==> src/rtl/lsu_pkg.sv <==
// rtl/lsu_pkg.sv - FSM state type, RV32I size codes and byte-lane helpers for the load/store unit
// Contents:
//   lsu_state_e       : IDLE / REQ / WAIT encoding of the 2-bit access FSM
//   F3_* / SZ_*       : funct3 codes and the size field (funct3[1:0])
//   funct3_known()    : funct3 is one of B, H, W, BU, HU
//   misaligned()      : access size does not fit the low address bits
//   mask_gen()        : byte enables for an access
//   lane_data()       : store data replicated across byte lanes
package lsu_pkg;

    typedef enum logic [1:0] {
        ST_IDLE = 2'd0,
        ST_REQ  = 2'd1,
        ST_WAIT = 2'd2
    } lsu_state_e;

    localparam logic [2:0] F3_B  = 3'b000;
    localparam logic [2:0] F3_H  = 3'b001;
    localparam logic [2:0] F3_W  = 3'b010;
    localparam logic [2:0] F3_BU = 3'b100;
    localparam logic [2:0] F3_HU = 3'b101;

    localparam logic [1:0] SZ_B = 2'b00;
    localparam logic [1:0] SZ_H = 2'b01;
    localparam logic [1:0] SZ_W = 2'b10;

    function automatic logic funct3_known(input logic [2:0] f3);
        logic ok;
        ok = (f3 == F3_B) || (f3 == F3_H) || (f3 == F3_W) ||
             (f3 == F3_BU) || (f3 == F3_HU);
        return ok;
    endfunction

    function automatic logic misaligned(input logic [2:0] f3, input logic [1:0] lo);
        logic bad;
        case (f3[1:0])
            SZ_H:    bad = lo[0];
            SZ_W:    bad = |lo;
            default: bad = 1'b0;
        endcase
        return bad;
    endfunction

    function automatic logic [3:0] mask_gen(input logic [2:0] f3, input logic [1:0] lo);
        logic [3:0] m;
        case (f3[1:0])
            SZ_B:    m = 4'b0001 << lo;
            SZ_H:    m = 4'b0011 << lo;
            default: m = 4'b1111;
        endcase
        return m;
    endfunction

    // The memory writes only the enabled lanes, so replicating the right-aligned
    // value puts it under whichever lane the mask selects.
    function automatic logic [31:0] lane_data(input logic [2:0] f3, input logic [31:0] wd);
        logic [31:0] d;
        case (f3[1:0])
            SZ_B:    d = {4{wd[7:0]}};
            SZ_H:    d = {2{wd[15:0]}};
            default: d = wd;
        endcase
        return d;
    endfunction

endpackage

==> src/rtl/load_extend.sv <==
// rtl/load_extend.sv - load lane select and sign/zero extension
// Ports:
//   i_word    in  32  word returned by memory
//   i_addr_lo in  2   byte address bits 1:0 of the access
//   i_funct3  in  3   RV32I size/sign code (bit 2 set = unsigned)
//   o_data    out 32  right-aligned, extended load result
module load_extend
    import lsu_pkg::*;
(
    input  logic [31:0] i_word,
    input  logic [1:0]  i_addr_lo,
    input  logic [2:0]  i_funct3,
    output logic [31:0] o_data
);

    logic [7:0]  w_byte;
    logic [15:0] w_half;
    logic        w_sign_byte;
    logic        w_sign_half;

    always_comb begin
        case (i_addr_lo)
            2'd0:    w_byte = i_word[7:0];
            2'd1:    w_byte = i_word[15:8];
            2'd2:    w_byte = i_word[23:16];
            default: w_byte = i_word[31:24];
        endcase
        w_half      = i_addr_lo[1] ? i_word[31:16] : i_word[15:0];
        w_sign_byte = w_byte[7]  & ~i_funct3[2];
        w_sign_half = w_half[15] & ~i_funct3[2];
        case (i_funct3[1:0])
            SZ_B:    o_data = {{24{w_sign_byte}}, w_byte};
            SZ_H:    o_data = {{16{w_sign_half}}, w_half};
            default: o_data = i_word;
        endcase
    end

endmodule

==> src/rtl/load_store_unit.sv <==
// rtl/load_store_unit.sv - RV32I load/store unit: one outstanding access, IDLE -> REQ -> WAIT
// Ports:
//   clk, rst                          clock, synchronous active-high reset
//   lsu_valid/load/store/funct3       core operation request
//   lsu_addr, lsu_wdata               byte address, right-aligned store data
//   lsu_ready, lsu_stall              accept window (IDLE only), pipeline hold
//   lsu_done, lsu_err, lsu_rdata      completion pulse, error pulse, load result
//   data_mem_request, data_mem_we_re  one-cycle memory strobe, write(1)/read(0)
//   mem_address, mem_wdata, mem_mask  word address, lane data, byte enables
//   mem_load                          read qualifier
//   data_mem_valid, mem_rdata         memory completion and read word
module load_store_unit
    import lsu_pkg::*;
#(
    parameter int TIMEOUT_CYCLES = 64
) (
    input  logic        clk,
    input  logic        rst,
    input  logic        lsu_valid,
    input  logic        lsu_load,
    input  logic        lsu_store,
    input  logic [2:0]  lsu_funct3,
    input  logic [31:0] lsu_addr,
    input  logic [31:0] lsu_wdata,
    output logic        lsu_ready,
    output logic        lsu_stall,
    output logic        lsu_done,
    output logic        lsu_err,
    output logic [31:0] lsu_rdata,
    output logic        data_mem_request,
    output logic        data_mem_we_re,
    output logic [7:0]  mem_address,
    output logic [31:0] mem_wdata,
    output logic [3:0]  mem_mask,
    output logic        mem_load,
    input  logic        data_mem_valid,
    input  logic [31:0] mem_rdata
);

    localparam int CW = (TIMEOUT_CYCLES > 2) ? $clog2(TIMEOUT_CYCLES) : 1;
    localparam logic [CW-1:0] CNT_LAST = CW'(TIMEOUT_CYCLES - 1);

    lsu_state_e  r_state;
    logic [CW-1:0] r_cnt;
    logic        r_store;
    logic        r_load;
    logic [2:0]  r_funct3;
    logic [1:0]  r_addr_lo;
    logic [7:0]  r_mem_address;
    logic [31:0] r_mem_wdata;
    logic [3:0]  r_mem_mask;
    logic        r_done;
    logic        r_err;
    logic [31:0] r_rdata;

    logic        w_legal_op;
    logic        w_accept;
    logic        w_misaligned;
    logic [31:0] w_ext;
    logic        w_unused_addr;

    // Both type flags high, or an unknown size code, is a no-op.
    assign w_legal_op   = (lsu_load ^ lsu_store) & funct3_known(lsu_funct3);
    assign w_accept     = lsu_valid & w_legal_op & (r_state == ST_IDLE);
    assign w_misaligned = misaligned(lsu_funct3, lsu_addr[1:0]);
    // The data memory decodes only a 256-word window.
    assign w_unused_addr = ^lsu_addr[31:10];

    load_extend u_load_extend (
        .i_word    (mem_rdata),
        .i_addr_lo (r_addr_lo),
        .i_funct3  (r_funct3),
        .o_data    (w_ext)
    );

    always_ff @(posedge clk) begin
        if (rst) begin
            r_state       <= ST_IDLE;
            r_cnt         <= '0;
            r_store       <= 1'b0;
            r_load        <= 1'b0;
            r_funct3      <= '0;
            r_addr_lo     <= '0;
            r_mem_address <= '0;
            r_mem_wdata   <= '0;
            r_mem_mask    <= '0;
            r_done        <= 1'b0;
            r_err         <= 1'b0;
            r_rdata       <= '0;
        end else begin
            r_done <= 1'b0;
            r_err  <= 1'b0;
            case (r_state)
                ST_IDLE: begin
                    if (w_accept) begin
                        if (w_misaligned) begin
                            r_err <= 1'b1;
                        end else begin
                            r_state       <= ST_REQ;
                            r_store       <= lsu_store;
                            r_load        <= lsu_load;
                            r_funct3      <= lsu_funct3;
                            r_addr_lo     <= lsu_addr[1:0];
                            r_mem_address <= lsu_addr[9:2];
                            r_mem_mask    <= mask_gen(lsu_funct3, lsu_addr[1:0]);
                            r_mem_wdata   <= lane_data(lsu_funct3, lsu_wdata);
                        end
                    end
                end
                ST_REQ: begin
                    r_state <= ST_WAIT;
                    r_cnt   <= '0;
                end
                ST_WAIT: begin
                    // Valid is tested first so it wins over a same-cycle timeout.
                    if (data_mem_valid) begin
                        r_state <= ST_IDLE;
                        r_done  <= 1'b1;
                        if (r_load) begin
                            r_rdata <= w_ext;
                        end
                    end else if (r_cnt == CNT_LAST) begin
                        r_state <= ST_IDLE;
                        r_err   <= 1'b1;
                    end else begin
                        r_cnt <= r_cnt + CW'(1);
                    end
                end
                default: r_state <= ST_IDLE;
            endcase
        end
    end

    assign lsu_ready        = (r_state == ST_IDLE);
    assign lsu_stall        = (lsu_valid & w_legal_op) | (r_state != ST_IDLE);
    assign lsu_done         = r_done;
    assign lsu_err          = r_err;
    assign lsu_rdata        = r_rdata;
    assign data_mem_request = (r_state == ST_REQ);
    assign data_mem_we_re   = r_store;
    assign mem_load         = r_load;
    assign mem_address      = r_mem_address;
    assign mem_wdata        = r_mem_wdata;
    assign mem_mask         = r_mem_mask;

endmodule

==> config.mk <==
export PLATFORM = sky130hd
export DESIGN_NAME = load_store_unit
export DESIGN_NICKNAME = d
export VERILOG_FILES = /design/src/rtl/lsu_pkg.sv /design/src/rtl/load_extend.sv /design/src/rtl/load_store_unit.sv
export SDC_FILE = /design/constraint.sdc
export NUM_CORES = 1
export LEC_CHECK = 0
export CAP_MARGIN = 0
export CORE_MARGIN = 2
export CORE_UTILIZATION = 38
export DETAILED_ROUTE_END_ITERATION = 6
export PLACE_DENSITY = 0.71
export SYNTH_ARGS = -nofsm -noshare
export SYNTH_HDL_FRONTEND = slang
export SYNTH_HIERARCHICAL = 1
export SYNTH_SLANG_ARGS = --single-unit
==> constraint.sdc <==
create_clock -name clk -period 2.65 [get_ports clk]
set_input_delay 0.53 -clock clk [delete_from_list [all_inputs] [get_ports clk]]
set_output_delay 0.53 -clock clk [all_outputs]
set_load 0.02 [all_outputs]
==> results of run 1 <==
[path summary, 6_finish.rpt]
path / endpoint / depth (start not counted)
worst max-delay path: lsu_stall / 7
worst min-delay path: lsu_rdata[28]$_SDFFE_PP0P_ / 2
worst max register to register: r_cnt[5]$_SDFFE_PP0P_ / 5
worst min register to register: lsu_rdata[28]$_SDFFE_PP0P_ / 2
[registers in the layout, indices dropped and copies added (netlist names)]
signal / cells
mem_load: 1
mem_address: 8
r_state: 2
data_mem_we_re: 1
lsu_done: 1
r_cnt: 6
mem_mask: 4
mem_wdata: 32
lsu_rdata: 32
r_funct3: 3
r_addr_lo: 2
lsu_err: 1
[cells in the final DEF (no fill, tap or decap), types with 10 or more instances in the layout]
master and instances:
a311oi_1 18, buf_4 29, clkdlybuf4s50_1 161, o211ai_2 10, mux2i_1 16, nor2b_1 10
o211ai_1 10, nand2b_1 12, dfxtp_1 93, o21ai_0 27, nand3_1 26, a22oi_1 17
nand2_1 119, a21oi_1 88
[cell type report]
class                   instances  area, µm²
repair buffers                197       1940
well taps                     172        215
inverters                       8       30.0
flip-flops and latches         93       1860
fillers                      1153       5530
multi-input cells             424       2600
clock buffers                   9        225
clock inverters                 7       58.8
[synthesized netlist by cell type, types with 11 or more instances]
cell      instances  share of area
nand2_1         119          0.093
dfxtp_1          93           0.39
a21oi_1          88          0.092
clkbuf_1         33          0.026
o21ai_0          27          0.028
nand3_1          26          0.027
a311oi_1         18          0.033
a22oi_1          17          0.027
mux2i_1          16          0.033
nand2b_1         12          0.016
buf_2            11          0.011
[worst max-delay path, cell delays in order]
cell	delay, ns
dlygate4sd2_1	0.25
inv_1	0.08
ha_1	0.21
or2_1	0.22
o211ai_1	0.36
nand2_1	0.12
buf_6	0.15
[metrics by stage]
stage	setup TNS (ns)	setup slack, ns
3_5_place_dp	-1.47	-0.466
5_1_grt	0	0.143
3_3_place_gp	-0.543	-0.406
6_report	0	0.199
2_1_floorplan	0	0.521
4_1_cts	0	0.0168
[what timing repair did]
item,4_1_cts,5_1_grt
gates resized for setup,5,4
cloned,0,0
pin swaps,1,3
setup endpoints to repair,1,1
[report_power, final]
group	leakage [nW]	internal, mW	total (mW)	switching (mW)
sequential	0.753	1.45	1.47	0.0284
clock	0.132	0.651	1.25	0.595
combinational	1.42	0.386	0.789	0.403
total	2.30	2.48	3.51	1.03
[kinds of logic (layout without fill, tap and decap cells)]
| family | Yosys count | after routing | synth area share |
|---|---|---|---|
| AO/OA/AOI/OAI | 208 | 208 | 0.307 |
| XOR/XNOR | 1 | 1 | 0.00183 |
| adder cells (fa/ha/maj) | 7 | 7 | 0.0183 |
| buffers and inverters | 66 | 221 | 0.0697 |
| flip-flops | 93 | 93 | 0.388 |
| multiplexers | 19 | 19 | 0.0404 |
| AND/OR/NAND/NOR | 189 | 189 | 0.175 |
[routing by layer]
metal / vias up / track usage / share of wire
li1: 2409 / - / -
met1: 2339 / 0.278 / 0.41
met2: 208 / 0.363 / 0.48
met3: 19 / 0.0592 / 0.085
met4: 2 / 0.0683 / 0.016
met5: - / 0 / 0.00085
==> flow_metrics.py, run 1 <==
metrics = {
    "route": {
        "drtAntennaViolNets": 0,
        "drc_errors": 0,
        "first_iter_violations": 394,
        "vias": 4977,
        "vias_per_cell": 5.47,
        "totalWireLength_um": 15200,
        "firstDrtPassIters": 5,
        "wl_per_cell_um": 16.7,
    },
    "floorplan": {
        "std_cell_rows": 41,
        "ios": 188,
        "start_util": 0.385,
        "dieWidth_um": 116,
        "dieHeight_um": 116,
        "fp.dieArea_um2": 13500,
        "core_um2": 12500,
    },
    "timing": {
        "finalSetupViolCount": 0,
        "max_slew_margin": 0.536,
        "period_share": 0.925,
        "fmax_mhz": 408,
        "rsz0062_at_grt": "no",
        "finalHoldViolations": 0,
        "tightest_slew_ns": 0.696,
        "slew_viol_final": 0,
        "fin_worst_skew_ns": 0.0107,
        "timing.hold.ws_ns": 0.454,
        "min_period_ns": 2.45,
    },
    "synth": {
        "postSynth.asyncResetShare": 0,
        "syn_area_um2": 4800,
        "synth_edf_count": 0,
        "synth_top_flop_cell": "dfxtp_1",
        "synth.yosys.seq_area_share": 0.388,
        "synth_cell_types": 48,
        "syn_inst": 583,
        "ys_ff_latch": 93,
        "syn-num-nets": 695,
        "ys.warnings.count": 6,
        "syn_avg_cell_area_um2": 8.23,
    },
    "placed_design": {
        "routabilityCongestion": 0.874,
        "place_inst": 894,
        "port_buffers": 165,
        "post-dp-hpwl_um": 11000,
        "place_area_um2": 6650,
    },
    "clock_network": {
        "cts_tree": "done",
        "clk_path_buf_depth": 2,
        "cts-root-buf": "clkbuf_16",
        "clock-sinks": 93,
        "cts_made_buffers": 9,
        "clkTransAtPathRegs_ns": 0.06,
        "insertion_delay_ns": 0.34,
        "ctsHoldBuffers": 0,
        "post_cts_buffers": 0,
        "cts_max_level": 3,
    },
    "setup_path": {
        "regToRegStartpoint": "r_state[0]$_SDFFE_PP0P_",
        "crit_arrival_ns": 1.92,
        "r2r_slack_ns": 0.83,
        "worstSetupEndpointType": "output port",
        "cp-startpoint": "lsu_funct3[0]",
        "worstPathRequired_ns": 2.12,
        "crit_path_start_kind": "input pin",
        "crit_fanout": 3,
        "criticalPathCategory": "input pin to output port",
    },
    "global_routing": {
        "antenna_found_initial": 1,
        "grt_pass1_vias": 4620,
        "grtUsageTotal": 0.219,
        "grt_first_pass_wirelength_um": 23300,
        "grt_overflow_total": 0,
        "grt_max_degree": 53,
    },
    "run_status": {
        "outcome": "complete, no violations",
    },
    "power": {
        "vdd_drop_max_mv": 0.382,
        "p_leak_nw": 2.30,
        "p_total_mw": 3.51,
        "p_per_area_nw_per_um2": 506,
    },
    "run": {
        "maxCapViolations": 0,
    },
    "layout": {
        "areaGrowthSynthToFinish_pct": 44.6,
        "instances_no_fill": 910,
        "design_area_um2": 6940,
        "post-route-util": 0.556,
        "diodes": 0,
        "drive_above_1_share": 0.107,
        "num-nets-final": 845,
    },
    "hold_path": {
        "hold_class": "flop to flop",
        "hold_start": "lsu_rdata[28]$_SDFFE_PP0P_",
    },
}
No activity file was read; power rests on OpenSTA's default activity.
==> inputs of run 2 (changes only) <==
- MAX_ROUTING_LAYER: default -> met4
==> flow_metrics.py, run 2 (synthesis results as in run 1) <==
metrics = {
    "run_status": {
        "outcome": "complete, no violations",
    },
    "placed_design": {
        "port_buffers": 165,
        "routabilityCongestion": 0.894,
        "place_area_um2": 6690,
        "post-place-ws_ns": -0.461,
        "place_inst": 896,
        "post-dp-hpwl_um": 11000,
    },
    "timing": {
        "fin_worst_skew_ns": 0.0112,
        "tightest_slew_ns": 0.684,
        "slew_viol_final": 0,
        "worst_slack_ns": 0.211,
        "max_slew_margin": 0.544,
        "finalSetupViolCount": 0,
        "timing.hold.ws_ns": 0.458,
        "finalHoldViolations": 0,
        "setup_tns_ns": 0,
        "rsz0062_at_grt": "no",
        "period_share": 0.921,
        "fmax_mhz": 410,
        "min_period_ns": 2.44,
    },
    "global_routing": {
        "grt_max_degree": 59,
        "grt_pass1_vias": 4872,
        "grt_overflow_total": 0,
        "grt_first_pass_wirelength_um": 24100,
        "antenna_found_initial": 0,
        "grtUsageTotal": 0.231,
    },
    "layout": {
        "drive_above_1_share": 0.113,
        "areaGrowthSynthToFinish_pct": 46.4,
        "num-nets-final": 849,
        "post-route-util": 0.563,
        "final_common_cell": "clkdlybuf4s50_1",
        "design_area_um2": 7020,
        "layout_common_cells": "161 x clkdlybuf4s50_1, 119 x nand2_1, 93 x dfxtp_1, 88 x a21oi_1, 31 x buf_4",
        "instances_no_fill": 915,
    },
    "route": {
        "first_iter_violations": 435,
        "vias": 5023,
        "vias_per_cell": 5.49,
        "totalWireLength_um": 15500,
        "firstDrtPassIters": 5,
        "drtAntennaViolNets": 0,
        "drc_errors": 0,
        "wl_per_cell_um": 17.0,
    },
    "clock_network": {
        "insertion_delay_ns": 0.34,
        "cts-root-buf": "clkbuf_16",
        "clkTransAtPathRegs_ns": 0.07,
        "clk_path_buf_depth": 2,
        "cts_made_buffers": 9,
        "cts_max_level": 3,
        "cts_tree": "done",
        "clock-sinks": 93,
    },
    "floorplan": {
        "ios": 188,
        "start_util": 0.385,
        "core_um2": 12500,
        "fp.dieArea_um2": 13500,
        "dieWidth_um": 116,
        "std_cell_rows": 41,
        "dieHeight_um": 116,
    },
    "setup_path": {
        "crit_fanout": 3,
        "crit_arrival_ns": 1.91,
        "cp_top_family": "buffers and inverters",
        "criticalPathCategory": "input pin to output port",
        "crit_slowest_cell": "o211ai_1",
        "r2r_slack_ns": 0.62,
        "crit_chain": "dlygate4sd2_1 -> inv_1 -> ha_1 -> or2_1 -> o211ai_1 -> nand2_1 -> buf_6",
        "worstPathRequired_ns": 2.12,
        "crit_path_start_kind": "input pin",
        "max_stage_delay_ns": 0.34,
        "worstSetupEndpointType": "output port",
        "cp_num_buf_inv": 3,
    },
    "power": {
        "p_total_mw": 3.63,
        "vdd_drop_max_mv": 0.400,
        "p_leak_nw": 2.35,
        "p_per_area_nw_per_um2": 516,
    },
    "run": {
        "maxCapViolations": 0,
    },
    "hold_path": {
        "hold_class": "flop to flop",
    },
}
-- run 2: path summary, 6_finish.rpt --
check / cells past startpoint / to / startpoint
setup reg to reg: 6 / lsu_rdata[23]$_SDFFE_PP0P_ / r_addr_lo[1]$_SDFFE_PP0P_
setup / recovery: 7 / lsu_stall / lsu_funct3[0]
hold reg to reg: 2 / lsu_rdata[19]$_SDFFE_PP0P_ / lsu_rdata[19]$_SDFFE_PP0P_
hold / removal: 2 / lsu_rdata[19]$_SDFFE_PP0P_ / lsu_rdata[19]$_SDFFE_PP0P_
-- run 2: power by group --
part           internal, mW  total, mW  switching (mW)
clock network         0.785       1.35           0.561
registers              1.45       1.48          0.0303
logic                 0.397      0.803           0.406
-- run 2: worst min-delay path: cells and delay by family (launching register included) --
| family | cells | cell delay, ns |
|---|---|---|
| AND/OR/NAND/NOR | 1 | 0.05 |
| flip-flops | 1 | 0.31 |
| AO/OA/AOI/OAI | 1 | 0.05 |
-- run 2: area by class of cell --
type	count	area, µm²
antenna	1	2.50
clock buffer	11	253
clock inverter	5	57.6
fill	1179	5440
inverter	8	30.0
multi-input combinational	424	2610
sequential	93	1860
tap	172	215
timing repair buffer	201	2000
-- run 2: routing by layer --
metal | up-vias | global-route usage | share of wire
li1 | 2409 | - | -
met1 | 2381 | 0.283 | 0.43
met2 | 207 | 0.375 | 0.48
met3 | 26 | 0.0571 | 0.072
met4 | 0 | 0.0746 | 0.018
met5 | - | - | 0
-- run 2: repair_timing --
item                                    in CTS  in global routing
buffers inserted                             0                  2
endpoints found under the setup margin       1                  1
pin swaps                                    1                  3
gates resized for setup                      5                  5
hold buffers                                 0                  0
==> inputs of run 3 (changes only) <==
- PLACE_DENSITY: 0.71 -> 0.82
==> flow_metrics.py, run 3 (synthesis results as in run 1) <==
metrics = {
    "setup_path": {
        "crit_arrival_ns": 1.75,
        "criticalPathCategory": "flop to output port",
        "max_stage_delay_ns": 0.67,
        "crit_fanout": 6,
        "cp_num_buf_inv": 2,
        "crit_chain": "inv_1 -> ha_1 -> clkdlybuf4s50_1",
        "worstSetupEndpointType": "output port",
        "cp_top_family": "buffers and inverters",
        "worstPathRequired_ns": 2.12,
        "crit_slowest_cell": "clkdlybuf4s50_1",
        "crit_path_start_kind": "flop",
    },
    "timing": {
        "period_share": 0.859,
        "fmax_mhz": 439,
        "timing.hold.ws_ns": 0.453,
        "tightest_slew_ns": 0.722,
        "slew_viol_final": 0,
        "max_slew_margin": 0.518,
        "setup_tns_ns": 0,
        "finalHoldViolations": 0,
        "finalSetupViolCount": 0,
        "worst_slack_ns": 0.372,
        "min_period_ns": 2.28,
        "fin_worst_skew_ns": 0.00574,
        "rsz0062_at_grt": "no",
    },
    "layout": {
        "drive_above_1_share": 0.0992,
        "final_common_cell": "clkdlybuf4s50_1",
        "fillCellCount": 1150,
        "diodes": 0,
        "layout_common_cells": "161 x clkdlybuf4s50_1, 119 x nand2_1, 93 x dfxtp_1, 88 x a21oi_1, 30 x buf_4",
        "areaGrowthSynthToFinish_pct": 43.7,
        "num-nets-final": 845,
    },
    "power": {
        "power_frac_comb": 0.230,
        "vdd_drop_max_mv": 0.272,
        "intPower_mw": 2.45,
        "p_sw_frac": 0.277,
        "p_leak_nw": 2.29,
        "switching_power_mw": 0.941,
        "clkPwrFrac": 0.336,
        "p_per_area_nw_per_um2": 493,
        "p_total_mw": 3.39,
        "p_seq_frac": 0.434,
    },
    "clock_network": {
        "clock-sinks": 93,
        "clkTransAtPathRegs_ns": 0.06,
        "cts_max_level": 3,
        "cts_tree": "done",
        "cts_made_buffers": 9,
        "clk_path_buf_depth": 2,
        "insertion_delay_ns": 0.34,
        "cts-root-buf": "clkbuf_16",
        "ctsHoldBuffers": 0,
    },
    "global_routing": {
        "grt_overflow_total": 0,
        "met1_usage": 0.294,
        "grt_max_degree": 36,
        "grt_first_pass_wirelength_um": 23200,
        "grt.busiest_layer": "met2",
        "grtUsageTotal": 0.225,
        "grt_pass1_vias": 4484,
        "use_met2": 0.341,
        "antenna_found_initial": 0,
        "globalRouteMet3Util": 0.0368,
    },
    "floorplan": {
        "core_um2": 12500,
        "start_util": 0.385,
        "std_cell_rows": 41,
        "ios": 188,
        "dieWidth_um": 116,
        "dieHeight_um": 116,
        "fp.dieArea_um2": 13500,
    },
    "route": {
        "firstDrtPassIters": 5,
        "vias_per_cell": 5.47,
        "first_iter_violations": 386,
        "wl_per_cell_um": 16.3,
        "totalWireLength_um": 14800,
        "vias": 4968,
        "drtAntennaViolNets": 0,
        "drc_errors": 0,
    },
    "placed_design": {
        "routabilityCongestion": 0.896,
        "port_buffers": 165,
        "post-place-ws_ns": -0.340,
        "post-dp-hpwl_um": 10500,
    },
    "hold_path": {
        "hold_class": "flop to flop",
    },
    "run_status": {
        "outcome": "complete, no violations",
    },
    "run": {
        "maxCapViolations": 0,
    },
}
## run 3: area by class of cell
| cell class | count | area, µm² | share of cell area |
|---|---|---|---|
| flip-flops and latches | 93 | 1860 | 0.270 |
| clock buffers | 12 | 236 | 0.0343 |
| well taps | 172 | 215 | 0.0312 |
| inverters | 8 | 30.0 | 0.00436 |
| repair buffers | 197 | 1930 | 0.281 |
| multi-input cells | 424 | 2600 | 0.378 |
| clock inverters | 2 | 12.5 | 0.00182 |
## run 3: worst paths after layout
kind | from | to | slack (ns) | cells after the start
hold reg to reg | lsu_rdata[22]$_SDFFE_PP0P_ | lsu_rdata[22]$_SDFFE_PP0P_ | 0.45 | 2
hold / removal | lsu_rdata[22]$_SDFFE_PP0P_ | lsu_rdata[22]$_SDFFE_PP0P_ | 0.45 | 2
setup reg to reg | r_funct3[0]$_SDFFE_PP0P_ | lsu_rdata[30]$_SDFFE_PP0P_ | 0.78 | 5
setup / recovery | r_state[0]$_SDFFE_PP0P_ | lsu_ready | 0.37 | 3
## run 3: timing repair
action | CTS | global route
buffers inserted | 1 | 0
gates resized for setup | 4 | 4
pin swaps | 1 | 2
endpoints found under the setup margin | 1 | 1
## run 3: tightest hold or removal path: stages, from the launching register on
cell and delay [ns]:
dfxtp_1 0.30, nand2_1 0.05, a21oi_1 0.05
## run 3: metrics by stage
stage | area [µm²] | instances | utilization
after floorplan | 4800 | 583 | -
after global placement | 6630 | 893 | 0.532
after CTS | 6880 | 908 | 0.552
after detailed placement | 6630 | 893 | 0.532
after global routing | 6890 | 908 | 0.553
final | 6890 | 908 | 0.553
## run 3: routing by layer
layer	wire length (µm)	part of all wire	vias to the layer above
li1	-	-	2414
met1	6600	0.45	2344
met2	6970	0.47	179
met3	806	0.054	31
met4	433	0.029	0
met5	0	0	-
## run 3: power groups by stage
stage          Combinational [mW]  Sequential, mW  Clock [mW]
6_report                    0.779            1.47        1.14
5_1_grt                     0.837            1.48        1.24
4_1_cts                     0.772            1.47        1.18
3_5_place_dp                0.770            1.51           0
3_3_place_gp                0.761            1.50           0
2_1_floorplan               0.382            1.55           0
